## src/rtl/freq_meas_ctrl.sv

```systemverilog
// Arbitrated controller that grants one of four requesters the frequency-counter datapath and runs a single gate per grant.
// Optional feature macro FREQ_AUTO_RANGE_EN: re-run a low-count first gate with a 10x longer gate.
module freq_meas_ctrl #(
    parameter logic [27:0] GATE_TIME = 28'd999_999,
    parameter int          SETTLE    = 16,
    parameter logic [27:0] RANGE_MIN = 28'd100
) (
    input  logic        clk_100M,
    input  logic        rst_n,
    input  logic [3:0]  req,
    output logic [3:0]  grant,
    output logic [1:0]  ch_sel,
    output logic        meas_start,
    output logic [31:0] gate_len,
    input  logic        meas_done,
    input  logic [27:0] cnt_clk,
    input  logic [27:0] cnt_squ,
    output logic        res_valid,
    input  logic        res_ready,
    output logic [1:0]  res_ch,
    output logic [27:0] res_cntclk,
    output logic [27:0] res_cntsqu,
    output logic        res_timeout,
    output logic        busy,
    output logic [2:0]  state_dbg
);

    // Result handshake: res_valid stays high with res_* frozen until a cycle where
    // res_valid && res_ready; the transfer happens on that edge and res_valid drops next cycle.

    typedef enum logic [2:0] {
        S_IDLE   = 3'd0,
        S_ARB    = 3'd1,
        S_SETTLE = 3'd2,
        S_START  = 3'd3,
        S_WAIT   = 3'd4,
        S_RESULT = 3'd5
    } state_e;

    localparam int SW = (SETTLE > 1) ? $clog2(SETTLE) : 1;
    localparam logic [SW-1:0] SETTLE_LAST = (SETTLE > 0) ? SW'(SETTLE - 1) : '0;

`ifdef FREQ_AUTO_RANGE_EN
    localparam logic [35:0] GATE_X10  = 36'(GATE_TIME) * 36'd10;
    localparam logic [31:0] GATE_LONG = (GATE_X10 > 36'h0_FFFF_FFFF) ? 32'hFFFF_FFFF : GATE_X10[31:0];
`endif

    state_e      state_q, state_d;
    logic [3:0]  grant_q, grant_d;
    logic [1:0]  ch_sel_q, ch_sel_d;
    logic        meas_start_q, meas_start_d;
    logic [31:0] gate_len_q, gate_len_d;
    logic        res_valid_q, res_valid_d;
    logic [1:0]  res_ch_q, res_ch_d;
    logic [27:0] res_cntclk_q, res_cntclk_d;
    logic [27:0] res_cntsqu_q, res_cntsqu_d;
    logic        res_timeout_q, res_timeout_d;
    logic        busy_q, busy_d;
    logic [33:0] wdog_q, wdog_d;
    logic [SW-1:0] settle_cnt_q, settle_cnt_d;
    logic [1:0]  last_q, last_d;
`ifdef FREQ_AUTO_RANGE_EN
    logic        second_q, second_d;
`endif

    logic        rr_hit;
    logic [1:0]  rr_idx;
    logic [1:0]  rr_cand;
    logic [33:0] wd_limit;
    logic [33:0] wdog_nx;

    // Search starts one past the last owner, so the last owner is checked last.
    always_comb begin
        rr_hit  = 1'b0;
        rr_idx  = last_q;
        rr_cand = '0;
        for (int k = 1; k <= 4; k++) begin
            rr_cand = last_q + 2'(k);
            if (!rr_hit && req[rr_cand]) begin
                rr_hit = 1'b1;
                rr_idx = rr_cand;
            end
        end
    end

    assign wd_limit = {gate_len_q, 2'b00} + 34'd64;
    assign wdog_nx  = wdog_q + 34'd1;

    always_comb begin
        state_d       = state_q;
        grant_d       = grant_q;
        ch_sel_d      = ch_sel_q;
        meas_start_d  = 1'b0;
        gate_len_d    = gate_len_q;
        res_valid_d   = res_valid_q;
        res_ch_d      = res_ch_q;
        res_cntclk_d  = res_cntclk_q;
        res_cntsqu_d  = res_cntsqu_q;
        res_timeout_d = res_timeout_q;
        wdog_d        = wdog_q;
        settle_cnt_d  = settle_cnt_q;
        last_d        = last_q;
`ifdef FREQ_AUTO_RANGE_EN
        second_d      = second_q;
`endif
        case (state_q)
            S_IDLE: begin
                if (req != 4'b0000) state_d = S_ARB;
            end
            S_ARB: begin
                if (rr_hit) begin
                    grant_d      = 4'b0001 << rr_idx;
                    ch_sel_d     = rr_idx;
                    last_d       = rr_idx;
                    gate_len_d   = {4'b0000, GATE_TIME};
                    settle_cnt_d = '0;
`ifdef FREQ_AUTO_RANGE_EN
                    second_d     = 1'b0;
`endif
                    if (SETTLE == 0) begin
                        state_d      = S_START;
                        meas_start_d = 1'b1;
                    end else begin
                        state_d = S_SETTLE;
                    end
                end else begin
                    // Request vanished between IDLE and ARB: nothing to serve.
                    state_d = S_IDLE;
                end
            end
            S_SETTLE: begin
                if (settle_cnt_q == SETTLE_LAST) begin
                    state_d      = S_START;
                    meas_start_d = 1'b1;
                end else begin
                    settle_cnt_d = settle_cnt_q + 1'b1;
                end
            end
            S_START: begin
                wdog_d  = '0;
                state_d = S_WAIT;
            end
            S_WAIT: begin
                if (meas_done) begin
`ifdef FREQ_AUTO_RANGE_EN
                    if (!second_q && (cnt_squ < RANGE_MIN)) begin
                        gate_len_d   = GATE_LONG;
                        second_d     = 1'b1;
                        state_d      = S_START;
                        meas_start_d = 1'b1;
                    end else begin
                        res_ch_d      = ch_sel_q;
                        res_cntclk_d  = cnt_clk;
                        res_cntsqu_d  = cnt_squ;
                        res_timeout_d = 1'b0;
                        res_valid_d   = 1'b1;
                        state_d       = S_RESULT;
                    end
`else
                    res_ch_d      = ch_sel_q;
                    res_cntclk_d  = cnt_clk;
                    res_cntsqu_d  = cnt_squ;
                    res_timeout_d = 1'b0;
                    res_valid_d   = 1'b1;
                    state_d       = S_RESULT;
`endif
                end else if (wdog_nx == wd_limit) begin
                    res_ch_d      = ch_sel_q;
                    res_cntclk_d  = '0;
                    res_cntsqu_d  = '0;
                    res_timeout_d = 1'b1;
                    res_valid_d   = 1'b1;
                    state_d       = S_RESULT;
                end else begin
                    wdog_d = wdog_nx;
                end
            end
            S_RESULT: begin
                if (res_ready) begin
                    res_valid_d = 1'b0;
                    grant_d     = 4'b0000;
                    state_d     = S_IDLE;
                end
            end
            default: state_d = S_IDLE;
        endcase
        busy_d = (state_d != S_IDLE);
    end

    always_ff @(posedge clk_100M or negedge rst_n) begin
        if (!rst_n) begin
            state_q       <= S_IDLE;
            grant_q       <= '0;
            ch_sel_q      <= '0;
            meas_start_q  <= 1'b0;
            gate_len_q    <= '0;
            res_valid_q   <= 1'b0;
            res_ch_q      <= '0;
            res_cntclk_q  <= '0;
            res_cntsqu_q  <= '0;
            res_timeout_q <= 1'b0;
            busy_q        <= 1'b0;
            wdog_q        <= '0;
            settle_cnt_q  <= '0;
            last_q        <= 2'd3;
`ifdef FREQ_AUTO_RANGE_EN
            second_q      <= 1'b0;
`endif
        end else begin
            state_q       <= state_d;
            grant_q       <= grant_d;
            ch_sel_q      <= ch_sel_d;
            meas_start_q  <= meas_start_d;
            gate_len_q    <= gate_len_d;
            res_valid_q   <= res_valid_d;
            res_ch_q      <= res_ch_d;
            res_cntclk_q  <= res_cntclk_d;
            res_cntsqu_q  <= res_cntsqu_d;
            res_timeout_q <= res_timeout_d;
            busy_q        <= busy_d;
            wdog_q        <= wdog_d;
            settle_cnt_q  <= settle_cnt_d;
            last_q        <= last_d;
`ifdef FREQ_AUTO_RANGE_EN
            second_q      <= second_d;
`endif
        end
    end

    assign grant       = grant_q;
    assign ch_sel      = ch_sel_q;
    assign meas_start  = meas_start_q;
    assign gate_len    = gate_len_q;
    assign res_valid   = res_valid_q;
    assign res_ch      = res_ch_q;
    assign res_cntclk  = res_cntclk_q;
    assign res_cntsqu  = res_cntsqu_q;
    assign res_timeout = res_timeout_q;
    assign busy        = busy_q;
    assign state_dbg   = state_q;

endmodule

```

## config.mk

```make
export PLATFORM = sky130hd
export DESIGN_NAME = freq_meas_ctrl
export DESIGN_NICKNAME = d
export VERILOG_FILES = /design/src/rtl/freq_meas_ctrl.sv
export SDC_FILE = /design/constraint.sdc
export NUM_CORES = 1
export LEC_CHECK = 0
export CAP_MARGIN = 25
export CORE_AREA = 5 5 122 124
export DETAILED_ROUTE_END_ITERATION = 10
export DIE_AREA = 0 0 127 129
export MAX_ROUTING_LAYER = met4
export PLACE_DENSITY_LB_ADDON = 0.08
export SYNTH_ARGS = -nofsm -noshare
export SYNTH_HDL_FRONTEND = slang
export SYNTH_SLANG_ARGS = --single-unit
```

## constraint.sdc

```tcl
create_clock -name clk_100M -period 3.4 [get_ports clk_100M]
set_input_delay 0.68 -clock clk_100M [delete_from_list [all_inputs] [get_ports clk_100M]]
set_output_delay 0.68 -clock clk_100M [all_outputs]
set_load 0.005 [all_outputs]
```

==> impl_metrics.tcl <==
set metrics [dict create \
    cts_tree "built" \
    ys_top_cells_by_area "dfrtp_1 (47%), a22o_1 (8.6%), buf_4 (4.5%)" \
    drive_above_1_share 0.135 \
    coreArea_sq_um 13700 \
    diodes 0 \
    skew_ns 0.00931 \
    clkSinkCount 112 \
    antenna_found_initial 0 \
    end_kind "flip-flop" \
    max_cap_violations 0 \
    finalHoldViolCount 0 \
    ant_nets 0 \
    fill_cells 1201 \
    ys_seq_elements 112 \
    maxSlewViolCount 0 \
    first_iter_violations 412 \
    dp_slack_ns 0.00551 \
    io_pins 167 \
    vdd_drop_max_mv 0.498 \
    h-tree-depth 3 \
    yosys.area.top_type "dfrtp_1" \
    die_w_microns 127 \
    rows 43 \
    cp_max_fo 17 \
    arrival_ns 3.44 \
    tns_ns 0 \
    grt_use_total 0.210 \
    power_density_nw_per_um2 730 \
    grt_pass1_vias 5137 \
    setup_viol 0 \
    leakagePower_nw 3.50 \
    synth-seq-area-share 0.476 \
    wl_per_cell_microns 18.2 \
    synth.distinct_cells 59 \
    synthCells 586 \
    hold_class "input pin to async pin" \
    syn_avg_cell_area_sq_um 10.1 \
    synth.top_cell.area_share 0.467 \
    dr.pass1.iters 5 \
    numCtsBuffers 9 \
    yosys_warnings 0 \
    period_minus_slack_ns 3.21 \
    synth_edf_count 0 \
    cts_hold_buf 0 \
    die_h_microns 129 \
    maxSlewHeadroom 0.572 \
    grt_pass1_wl_microns 26900 \
    clock_latency_ns 0.36 \
    finalNonFillerCells 923 \
    cts_root_buffer "clkbuf_16" \
    total_power_mw 5.84 \
    worstMarginPinSlew_ns 0.640 \
    syn_area_sq_um 5900 \
    grt_overflow 0 \
    design_area_sq_um 8000 \
    vias 5199 \
    drt-total-wl_microns 16800 \
    clkTransAtPathRegs_ns 0.07 \
    start_util 0.431 \
    io_buffers 146 \
    synth_flop_cell "dfrtp_1" \
    nets 804 \
    dp_cells 906 \
    area_growth_syn_to_layout_pct 35.7 \
    dp_hpwl_microns 12000 \
    period_share 0.946 \
    dpl-instance-area_sq_um 7600 \
    die_area_sq_um 16400 \
    cp-start-kind "flip-flop" \
    status "finished clean" \
    cts_buffer_depth 2 \
    crit_required_ns 3.63 \
    worst_slack_ns 0.185 \
    worstSetupPathType "flip-flop to flip-flop" \
    gp_congestion 0.897 \
    fmax_mhz 311 \
    async_flop_share 1.00 \
    drc_errors 0 \
    viasPerCell 5.63 \
    grt_max_degree 113 \
]
## power by group
group          internal [mW]  switching [mW]
Sequential              1.87           0.404
Clock                  0.619           0.501
Combinational           1.42            1.02
## sequential cells by signal, indices dropped and copies added (netlist names)
register / count
settle_cnt_q: 4
res_timeout: 1
meas_start: 1
res_cntclk: 28
state_dbg: 3
res_ch: 2
res_valid: 1
wdog_q: 34
ch_sel: 2
grant: 4
res_cntsqu: 28
last_q: 2
gate_len: 1
busy: 1
## cell usage in the layout, fill, tap and decap left out, drive strengths merged, types with 2 or more instances in the layout
cell,count
clkdlybuf4s50,145
dfrtp,110
a22o,58
nand2,52
buf,52
nor2,43
nand3,27
nor3,23
conb,20
nor4,20
a221o,15
nand4,14
inv,14
xor2,13
clkbuf,13
xnor2,12
and3,12
a31oi,12
o21ai,11
mux2i,8
a211o,8
a21oi,5
nor2b,4
and2,4
nand2b,4
o22ai,4
o211ai,4
o31ai,4
and4,3
a311oi,3
mux2,3
or4,2
or3,2
a21o,2
nor4b,2
ha,2
dfstp,2
## what timing repair did
item	4_1_cts	5_1_grt
pin swaps	1	8
setup buffers	1	0
setup endpoints to repair	2	91
resized for setup	1	19
gates cloned	0	0
## Yosys cell counts (all sizes together) (5+ instances only)
master / n
dfrtp: 110
xnor2: 12
nor2: 43
buf: 51
nor3: 23
and3: 12
nor4: 20
nand3: 27
a221o: 15
a22o: 58
clkbuf: 24
nand2: 52
nand4: 14
a211o: 8
mux2i: 8
o21ai: 11
inv: 12
xor2: 13
a21oi: 5
a31oi: 12
## per-stage QoR
step | util | hold WS (ns)
CTS | 0.580 | 0.432
global placement | 0.556 | 0.468
global route | 0.585 | 0.451
finish | 0.585 | 0.362
floorplan | - | 0.384
detailed placement | 0.556 | 0.477
## final cells by class
| class | instances | area [sq um] | share of cell area |
|---|---|---|---|
| multi-input cells | 406 | 2740 | 0.343 |
| inverters | 12 | 45.0 | 0.00563 |
| well taps | 180 | 225 | 0.0282 |
| clock buffers | 13 | 260 | 0.0325 |
| repair buffers | 197 | 1870 | 0.234 |
| flip-flops and latches | 112 | 2810 | 0.351 |
| clock inverters | 3 | 47.5 | 0.00594 |
## worst max-delay path: stages (launching register included)
cell	delay, ns
dfrtp_1	0.42
buf_4	0.15
nand4_4	0.17
nor4_4	0.23
buf_4	0.19
nand3_1	0.16
xnor2_2	0.26
o211ai_1	0.22
nor4_4	0.34
a31o_2	0.26
buf_4	0.16
nor2_4	0.10
a221o_1	0.42
## path summary, 6_finish.rpt
check	from	to	slack, ns	depth (start not counted)
worst max-delay path	wdog_q[10]$_DFFE_PN0P_	wdog_q[13]$_DFFE_PN0P_	0.19	12
worst min-delay path	rst_n	wdog_q[9]$_DFFE_PN0P_	0.36	2
worst max register to register	wdog_q[10]$_DFFE_PN0P_	wdog_q[13]$_DFFE_PN0P_	0.19	12
worst min register to register	res_valid$_DFFE_PN0P_	res_valid$_DFFE_PN0P_	0.50	2
max in group asynchronous	rst_n	wdog_q[8]$_DFFE_PN0P_	2.50	2
min in group clk_100M	res_valid$_DFFE_PN0P_	res_valid$_DFFE_PN0P_	0.50	2
## layer usage
| layer | track usage | up-vias | part of all wire | wire length, microns |
|---|---|---|---|---|
| met1 | 0.260 | 2561 | 0.42 | 7040 |
| met4 | 0.0662 | 0 | 0.023 | 378 |
| li1 | - | 2404 | - | - |
| met3 | 0.0565 | 31 | 0.062 | 1040 |
| met5 | - | - | 0 | 0 |
| met2 | 0.336 | 203 | 0.50 | 8300 |
## cell families (layout without fill, tap and decap cells)
family          count (synthesis)  count (layout)  share of synthesized area
buf+inv                        87             225                     0.0840
flops                         112             112                      0.476
xor+xnor                       25              25                     0.0371
simple gates                  215             215                      0.195
mux                            11              11                     0.0199
fa+ha+maj                       2               2                    0.00424
compound gates                133             133                      0.183
other cells                     1              20                   0.000636
Power figures use the tool's default switching activity.
